File: src/rtl/dbus_pkg.sv
// Shared types and constants for dbus initiators: FSM states, access sizes,
// and store-conditional result codes.
package dbus_pkg;

  typedef enum logic [1:0] {
    ST_IDLE,
    ST_ISSUE,
    ST_WAIT,
    ST_RESP
  } state_e;

  localparam logic [1:0] SZ_BYTE = 2'b00;
  localparam logic [1:0] SZ_HALF = 2'b01;
  localparam logic [1:0] SZ_WORD = 2'b10;

  localparam logic [31:0] SC_SUCCESS = 32'd0;
  localparam logic [31:0] SC_FAIL    = 32'd1;

  // The reserved size code 2'b11 behaves as a word access.
  function automatic logic [1:0] norm_size(input logic [1:0] sz);
    return (sz == 2'b11) ? SZ_WORD : sz;
  endfunction

endpackage

File: src/rtl/dbus_lane_align.sv
// Combinational byte-lane steering: store replication/strobes and
// load lane extraction with sign or zero extension.
module dbus_lane_align
  import dbus_pkg::*;
(
  input  logic [1:0]  size_i,
  input  logic [1:0]  lo_i,
  input  logic [31:0] wdata_i,
  input  logic [31:0] rdata_i,
  input  logic        unsigned_i,
  output logic [31:0] wdata_o,
  output logic [3:0]  wstrb_o,
  output logic [31:0] rdata_o
);

  logic [31:0] lane;

  always_comb begin
    lane = rdata_i >> {lo_i, 3'b000};
    case (size_i)
      SZ_BYTE: begin
        wdata_o = {4{wdata_i[7:0]}};
        wstrb_o = 4'b0001 << lo_i;
        rdata_o = {{24{lane[7] & ~unsigned_i}}, lane[7:0]};
      end
      SZ_HALF: begin
        wdata_o = {2{wdata_i[15:0]}};
        wstrb_o = 4'b0011 << lo_i;
        rdata_o = {{16{lane[15] & ~unsigned_i}}, lane[15:0]};
      end
      default: begin
        wdata_o = wdata_i;
        wstrb_o = 4'b1111;
        rdata_o = lane;
      end
    endcase
  end

endmodule

File: src/rtl/dbus_initiator.sv
// Single-outstanding dbus initiator: IDLE -> ISSUE -> WAIT -> RESP.
// Define DBUS_MISALIGN_TRAP_EN to reject misaligned half/word accesses.
module dbus_initiator
  import dbus_pkg::*;
#(
  parameter int unsigned TIMEOUT_CYCLES = 255
) (
  input  logic        clk_i,
  input  logic        rst_ni,
  input  logic        req_valid_i,
  output logic        req_ready_o,
  input  logic        req_we_i,
  input  logic        req_lr_i,
  input  logic        req_sc_i,
  input  logic        req_unsigned_i,
  input  logic [1:0]  req_size_i,
  input  logic [31:0] req_addr_i,
  input  logic [31:0] req_wdata_i,
  output logic        resp_valid_o,
  output logic        resp_err_o,
  output logic [31:0] resp_rdata_o,
  output logic        dbus_re_o,
  output logic        dbus_we_o,
  output logic        dbus_is_lr_o,
  output logic        dbus_is_sc_o,
  output logic [31:0] dbus_addr_o,
  output logic [31:0] dbus_wdata_o,
  output logic [3:0]  dbus_wstrb_o,
  input  logic [31:0] dbus_rdata_i,
  input  logic        dbus_stall_i
);

  state_e      state_q;
  logic        ready_q, resp_valid_q, resp_err_q;
  logic [31:0] resp_rdata_q;
  logic        re_q, we_q, lr_q, sc_q;
  logic [31:0] addr_q, wdata_q;
  logic [3:0]  wstrb_q;
  logic        acc_we_q, acc_sc_q, acc_uns_q;
  logic [1:0]  acc_size_q, acc_lo_q;
  logic [31:0] cnt_q;

  logic [1:0]  acc_size_d, acc_lo_d;
  logic        reject_d;
  logic [1:0]  al_size, al_lo;
  logic [31:0] al_wdata, al_rdata;
  logic [3:0]  al_wstrb;

  always_comb begin
    acc_size_d = norm_size(req_size_i);
    acc_lo_d   = req_addr_i[1:0];
    if (acc_size_d == SZ_HALF) begin
      acc_lo_d[0] = 1'b0;
    end else if (acc_size_d == SZ_WORD) begin
      acc_lo_d = 2'b00;
    end
    reject_d = (req_lr_i && req_we_i) || (req_sc_i && !req_we_i) ||
               (req_addr_i[31:2] == '0);
`ifdef DBUS_MISALIGN_TRAP_EN
    if (acc_lo_d != req_addr_i[1:0]) begin
      reject_d = 1'b1;
    end
`endif
  end

  // One aligner serves both directions: store steering is only needed at
  // acceptance (IDLE), load extraction only against the latched request.
  assign al_size = (state_q == ST_IDLE) ? acc_size_d : acc_size_q;
  assign al_lo   = (state_q == ST_IDLE) ? acc_lo_d   : acc_lo_q;

  dbus_lane_align u_align (
    .size_i     (al_size),
    .lo_i       (al_lo),
    .wdata_i    (req_wdata_i),
    .rdata_i    (dbus_rdata_i),
    .unsigned_i (acc_uns_q),
    .wdata_o    (al_wdata),
    .wstrb_o    (al_wstrb),
    .rdata_o    (al_rdata)
  );

  always_ff @(posedge clk_i or negedge rst_ni) begin
    if (!rst_ni) begin
      state_q      <= ST_IDLE;
      ready_q      <= 1'b0;
      resp_valid_q <= 1'b0;
      resp_err_q   <= 1'b0;
      resp_rdata_q <= '0;
      re_q         <= 1'b0;
      we_q         <= 1'b0;
      lr_q         <= 1'b0;
      sc_q         <= 1'b0;
      addr_q       <= '0;
      wdata_q      <= '0;
      wstrb_q      <= '0;
      acc_we_q     <= 1'b0;
      acc_sc_q     <= 1'b0;
      acc_uns_q    <= 1'b0;
      acc_size_q   <= '0;
      acc_lo_q     <= '0;
      cnt_q        <= '0;
    end else begin
      ready_q      <= 1'b0;
      resp_valid_q <= 1'b0;
      resp_err_q   <= 1'b0;
      resp_rdata_q <= '0;
      re_q         <= 1'b0;
      we_q         <= 1'b0;
      lr_q         <= 1'b0;
      sc_q         <= 1'b0;
      addr_q       <= '0;
      wdata_q      <= '0;
      wstrb_q      <= '0;
      case (state_q)
        ST_IDLE: begin
          if (req_valid_i && ready_q) begin
            acc_we_q   <= req_we_i;
            acc_sc_q   <= req_sc_i;
            acc_uns_q  <= req_unsigned_i;
            acc_size_q <= acc_size_d;
            acc_lo_q   <= acc_lo_d;
            if (reject_d) begin
              state_q      <= ST_RESP;
              resp_valid_q <= 1'b1;
              resp_err_q   <= 1'b1;
            end else begin
              state_q <= ST_ISSUE;
              re_q    <= ~req_we_i;
              we_q    <= req_we_i;
              lr_q    <= req_lr_i;
              sc_q    <= req_sc_i;
              addr_q  <= {req_addr_i[31:2], 2'b00};
              wdata_q <= req_we_i ? al_wdata : '0;
              wstrb_q <= req_we_i ? al_wstrb : '0;
            end
          end else begin
            ready_q <= 1'b1;
          end
        end
        ST_ISSUE: begin
          state_q <= ST_WAIT;
          cnt_q   <= '0;
        end
        ST_WAIT: begin
          if (!dbus_stall_i) begin
            state_q      <= ST_RESP;
            resp_valid_q <= 1'b1;
            resp_rdata_q <= acc_sc_q ? dbus_rdata_i : (acc_we_q ? '0 : al_rdata);
          end else if (TIMEOUT_CYCLES != 0 && (cnt_q + 32'd1) == TIMEOUT_CYCLES) begin
            state_q      <= ST_RESP;
            resp_valid_q <= 1'b1;
            resp_err_q   <= 1'b1;
          end else begin
            cnt_q <= cnt_q + 32'd1;
          end
        end
        ST_RESP: begin
          state_q <= ST_IDLE;
          ready_q <= 1'b1;
        end
        default: state_q <= ST_IDLE;
      endcase
    end
  end

  assign req_ready_o  = ready_q;
  assign resp_valid_o = resp_valid_q;
  assign resp_err_o   = resp_err_q;
  assign resp_rdata_o = resp_rdata_q;
  assign dbus_re_o    = re_q;
  assign dbus_we_o    = we_q;
  assign dbus_is_lr_o = lr_q;
  assign dbus_is_sc_o = sc_q;
  assign dbus_addr_o  = addr_q;
  assign dbus_wdata_o = wdata_q;
  assign dbus_wstrb_o = wstrb_q;

endmodule

File: config.mk
export PLATFORM = sky130hd
export DESIGN_NAME = dbus_initiator
export DESIGN_NICKNAME = d
export VERILOG_FILES = /design/src/rtl/dbus_pkg.sv /design/src/rtl/dbus_lane_align.sv /design/src/rtl/dbus_initiator.sv
export SDC_FILE = /design/constraint.sdc
export NUM_CORES = 1
export LEC_CHECK = 0
export ABC_CLOCK_PERIOD_IN_PS = 8400
export CAP_MARGIN = 20
export CORE_ASPECT_RATIO = 1.25
export CORE_MARGIN = 2
export CORE_UTILIZATION = 52
export DETAILED_ROUTE_END_ITERATION = 8
export GPL_ROUTABILITY_DRIVEN = 1
export PLACE_DENSITY = 0.94
export SYNTH_ARGS = -nofsm -noshare
export SYNTH_HDL_FRONTEND = slang
export SYNTH_SLANG_ARGS = --single-unit
File: constraint.sdc
create_clock -name clk_i -period 8.4 [get_ports clk_i]
set_clock_uncertainty 0.15 [all_clocks]
set_input_delay 1.26 -clock clk_i [delete_from_list [all_inputs] [get_ports clk_i]]
set_output_delay 1.26 -clock clk_i [all_outputs]
set_load 0.02 [all_outputs]
==> results_dict.tcl <==
set metrics [dict create \
    min_from "acc_lo_q[1]" \
    dpl_cell_area_um2 9550 \
    p_leak_nw 4.49 \
    grt_pass1_wl_um 37800 \
    fin_crit_ns 4.11 \
    core_area_um2 13900 \
    cp.arrival_ns 4.20 \
    cts_buffers 17 \
    yosys_register_bits 146 \
    drive_above_1_share 0.0793 \
    intPower_mw 1.60 \
    grt_pass1_vias 7019 \
    clockRootBuffer "clkbuf_16" \
    layout.nets 1057 \
    hold_depth 2 \
    clock_latency_ns 0.43 \
    die_area_um2 15300 \
    cts_hold_buf 0 \
    io_pins 213 \
    dpl.cell_count 1100 \
    r2r_end "cnt_q[8]" \
    post_cts_buffers 0 \
    holdCritPathClass "reg2reg" \
    p_sw_frac 0.364 \
    synth_area_per_cell_um2 9.68 \
    max_freq_mhz 243 \
    wl_per_cell_um 21.1 \
    power.density_nw_per_um2 247 \
    grt_max_degree 79 \
    fin_crit_sh 0.489 \
    tritoncts "yes" \
    gp_congestion 0.943 \
    mostFrequentLayoutCells "clkdlybuf4s50_1, dfrtp_1, nand2_1, nor2_1, o21ai_0" \
    final_cell_count_no_fill 1133 \
    areaGrowthSynthToFinish_pct 36.9 \
    final_common_cell "clkdlybuf4s50_1" \
    ys_seq_area_frac 0.492 \
    detail_route.first_pass.iterations 5 \
    whs_ns 0.355 \
    power_mw 2.51 \
    setup_violations 0 \
    cts_resized 0 \
    register_area_um2 3650 \
    finalSetupTns_ns 0 \
    clk_pin_slew_ns 0.06 \
    clock_sinks 146 \
    seq_power_share 0.332 \
    n_antenna_cell 0 \
    grt_antenna_before_repair 0 \
    rr_worst_depth 10 \
    drt_wl_total_um 23900 \
    via_per_inst 6.20 \
    pwr-share-clk 0.314 \
    port_buffers 210 \
    path_class "in2reg" \
    nFillCells 858 \
    worst_slew_pin_slew_ns 1.06 \
    min_to "acc_lo_q[1]" \
    synthArstFlopShare 1.00 \
    syn_inst 767 \
    ys.flop_type "dfrtp_1" \
    ys.warnings.count 0 \
    timing.rr.start "cnt_q[0]" \
    syn_area_um2 7430 \
    dr.first_iter.drc_count 621 \
    multiInputGateArea_um2 3470 \
    num_rows 48 \
    grt_use_total 0.318 \
    rsz0062_at_grt "no" \
    ir_worst_vdd_mv 0.168 \
    die_h_um 138 \
    endpoint_kind "flop" \
    hold_viol 0 \
    post-route-cell-area_um2 10200 \
    cp-start-kind "input pin" \
    hpwl_um 16300 \
    ctsLongestPathBuffers 2 \
    ys_types 60 \
    path_max_fanout 41 \
    cap_violations 0 \
    initial_core_util 0.535 \
    drtAntennaViolNets 0 \
    grt_overflow 0 \
    p_sw_uw 914 \
    ctsHtreeMaxLevel 4 \
    drc 0 \
    maxSlewViolCount 0 \
    reg2reg_slack_ns 4.56 \
    p_comb_frac 0.355 \
    status "complete, no violations" \
    vias 7025 \
    synth-edff-count 0 \
    maxSlewHeadroom 0.291 \
    fp.dieW_um 111 \
    cp.required_ns 8.49 \
]
## metrics by stage
stage               setup slack (ns)   util
floorplan                       5.21      -
global placement                4.10  0.688
detailed placement              4.10  0.688
CTS                             4.22  0.732
global route                    3.99  0.733
finish                          4.29  0.733
## kinds of logic after synthesis
group / count (synthesis) / synth area share
multiplexers: 57 / 0.0805
adder cells (fa/ha/maj): 6 / 0.0101
flip-flops: 146 / 0.492
buffers and inverters: 72 / 0.0435
other: 1 / 0.000505
AND/OR/NAND/NOR: 314 / 0.218
AO/OA/AOI/OAI: 162 / 0.145
XOR/XNOR: 9 / 0.0106
## Yosys cell counts, types with 4 or more instances
| library cell | instances | area [µm²] |
|---|---|---|
| nand3_1 | 26 | 130 |
| and2_1 | 39 | 244 |
| nor4_1 | 12 | 75.1 |
| dfrtp_1 | 146 | 3650 |
| a31oi_1 | 4 | 25.0 |
| and3_1 | 21 | 131 |
| clkbuf_1 | 35 | 131 |
| o211ai_1 | 9 | 67.6 |
| mux2_2 | 22 | 248 |
| nand2_1 | 90 | 338 |
| xnor2_1 | 8 | 70.1 |
| o31ai_1 | 8 | 60.1 |
| nor3_1 | 19 | 95.1 |
| buf_4 | 5 | 37.5 |
| mux2i_1 | 35 | 350 |
| a22oi_1 | 25 | 188 |
| inv_1 | 12 | 45.0 |
| a211oi_1 | 9 | 67.6 |
| a21oi_1 | 34 | 170 |
| and4_1 | 5 | 43.8 |
| nand4_1 | 15 | 93.8 |
| o21ai_0 | 45 | 225 |
| ha_1 | 6 | 75.1 |
| nor2_1 | 63 | 236 |
| buf_2 | 15 | 75.1 |
| a211o_1 | 6 | 52.6 |
## flip-flops by register name (all words and copies together), names as in the netlist, 2 cells and up
| signal | cells |
|---|---|
| resp_rdata_o | 32 |
| dbus_addr_o | 30 |
| state_q | 2 |
| acc_lo_q | 2 |
| dbus_wdata_o | 32 |
| cnt_q | 32 |
| acc_size_q | 2 |
| dbus_wstrb_o | 4 |
## critical path, stage by stage
cell and delay (ns):
clkdlybuf4s50_1 0.47, nor4_1 0.45, nand4_1 0.27, o21ai_0 0.42, nor2_2 0.08, buf_4 0.25
nand2_1 0.81, a21oi_1 0.17
## layer usage
| metal | vias to the layer above | part of all wire | track usage |
|---|---|---|---|
| li1 | 3087 | - | - |
| met1 | 3415 | 0.35 | 0.350 |
| met2 | 438 | 0.51 | 0.559 |
| met3 | 85 | 0.086 | 0.0810 |
| met4 | 0 | 0.056 | 0.190 |
| met5 | - | 0 | 0 |
## how the worst max path moves through the flow
stage,startpoint,to,slack [ns],cells after the start
6_report,req_addr_i[9],dbus_wdata_o[10],4.29,8
5_1_grt,req_addr_i[9],dbus_wdata_o[8],3.99,8
4_1_cts,cnt_q[0],cnt_q[8],4.22,9
3_5_place_dp,req_addr_i[7],dbus_wdata_o[10],4.10,8
3_3_place_gp,req_addr_i[7],dbus_wstrb_o[0],4.10,8
2_1_floorplan,req_size_i[1],resp_rdata_o[16],5.21,9
## final cells by class
| cell class | count | area share |
|---|---|---|
| clock inverter | 11 | 0.0149 |
| clock buffer | 21 | 0.0453 |
| inverter | 12 | 0.00443 |
| multi-input combinational | 550 | 0.342 |
| sequential | 146 | 0.359 |
| timing repair buffer | 218 | 0.213 |
| tap | 175 | 0.0215 |
## power groups by stage
| stage | clock (mW) | combinational, mW | sequential [mW] |
|---|---|---|---|
| finish | 0.788 | 0.891 | 0.834 |
| global placement | 0 | 0.826 | 0.840 |
| CTS | 0.791 | 0.876 | 0.832 |
| detailed placement | 0 | 0.851 | 0.842 |
| floorplan | 0 | 0.522 | 0.871 |
| global route | 0.825 | 0.957 | 0.841 |
Note: power is estimated with default switching activity, not from simulation.
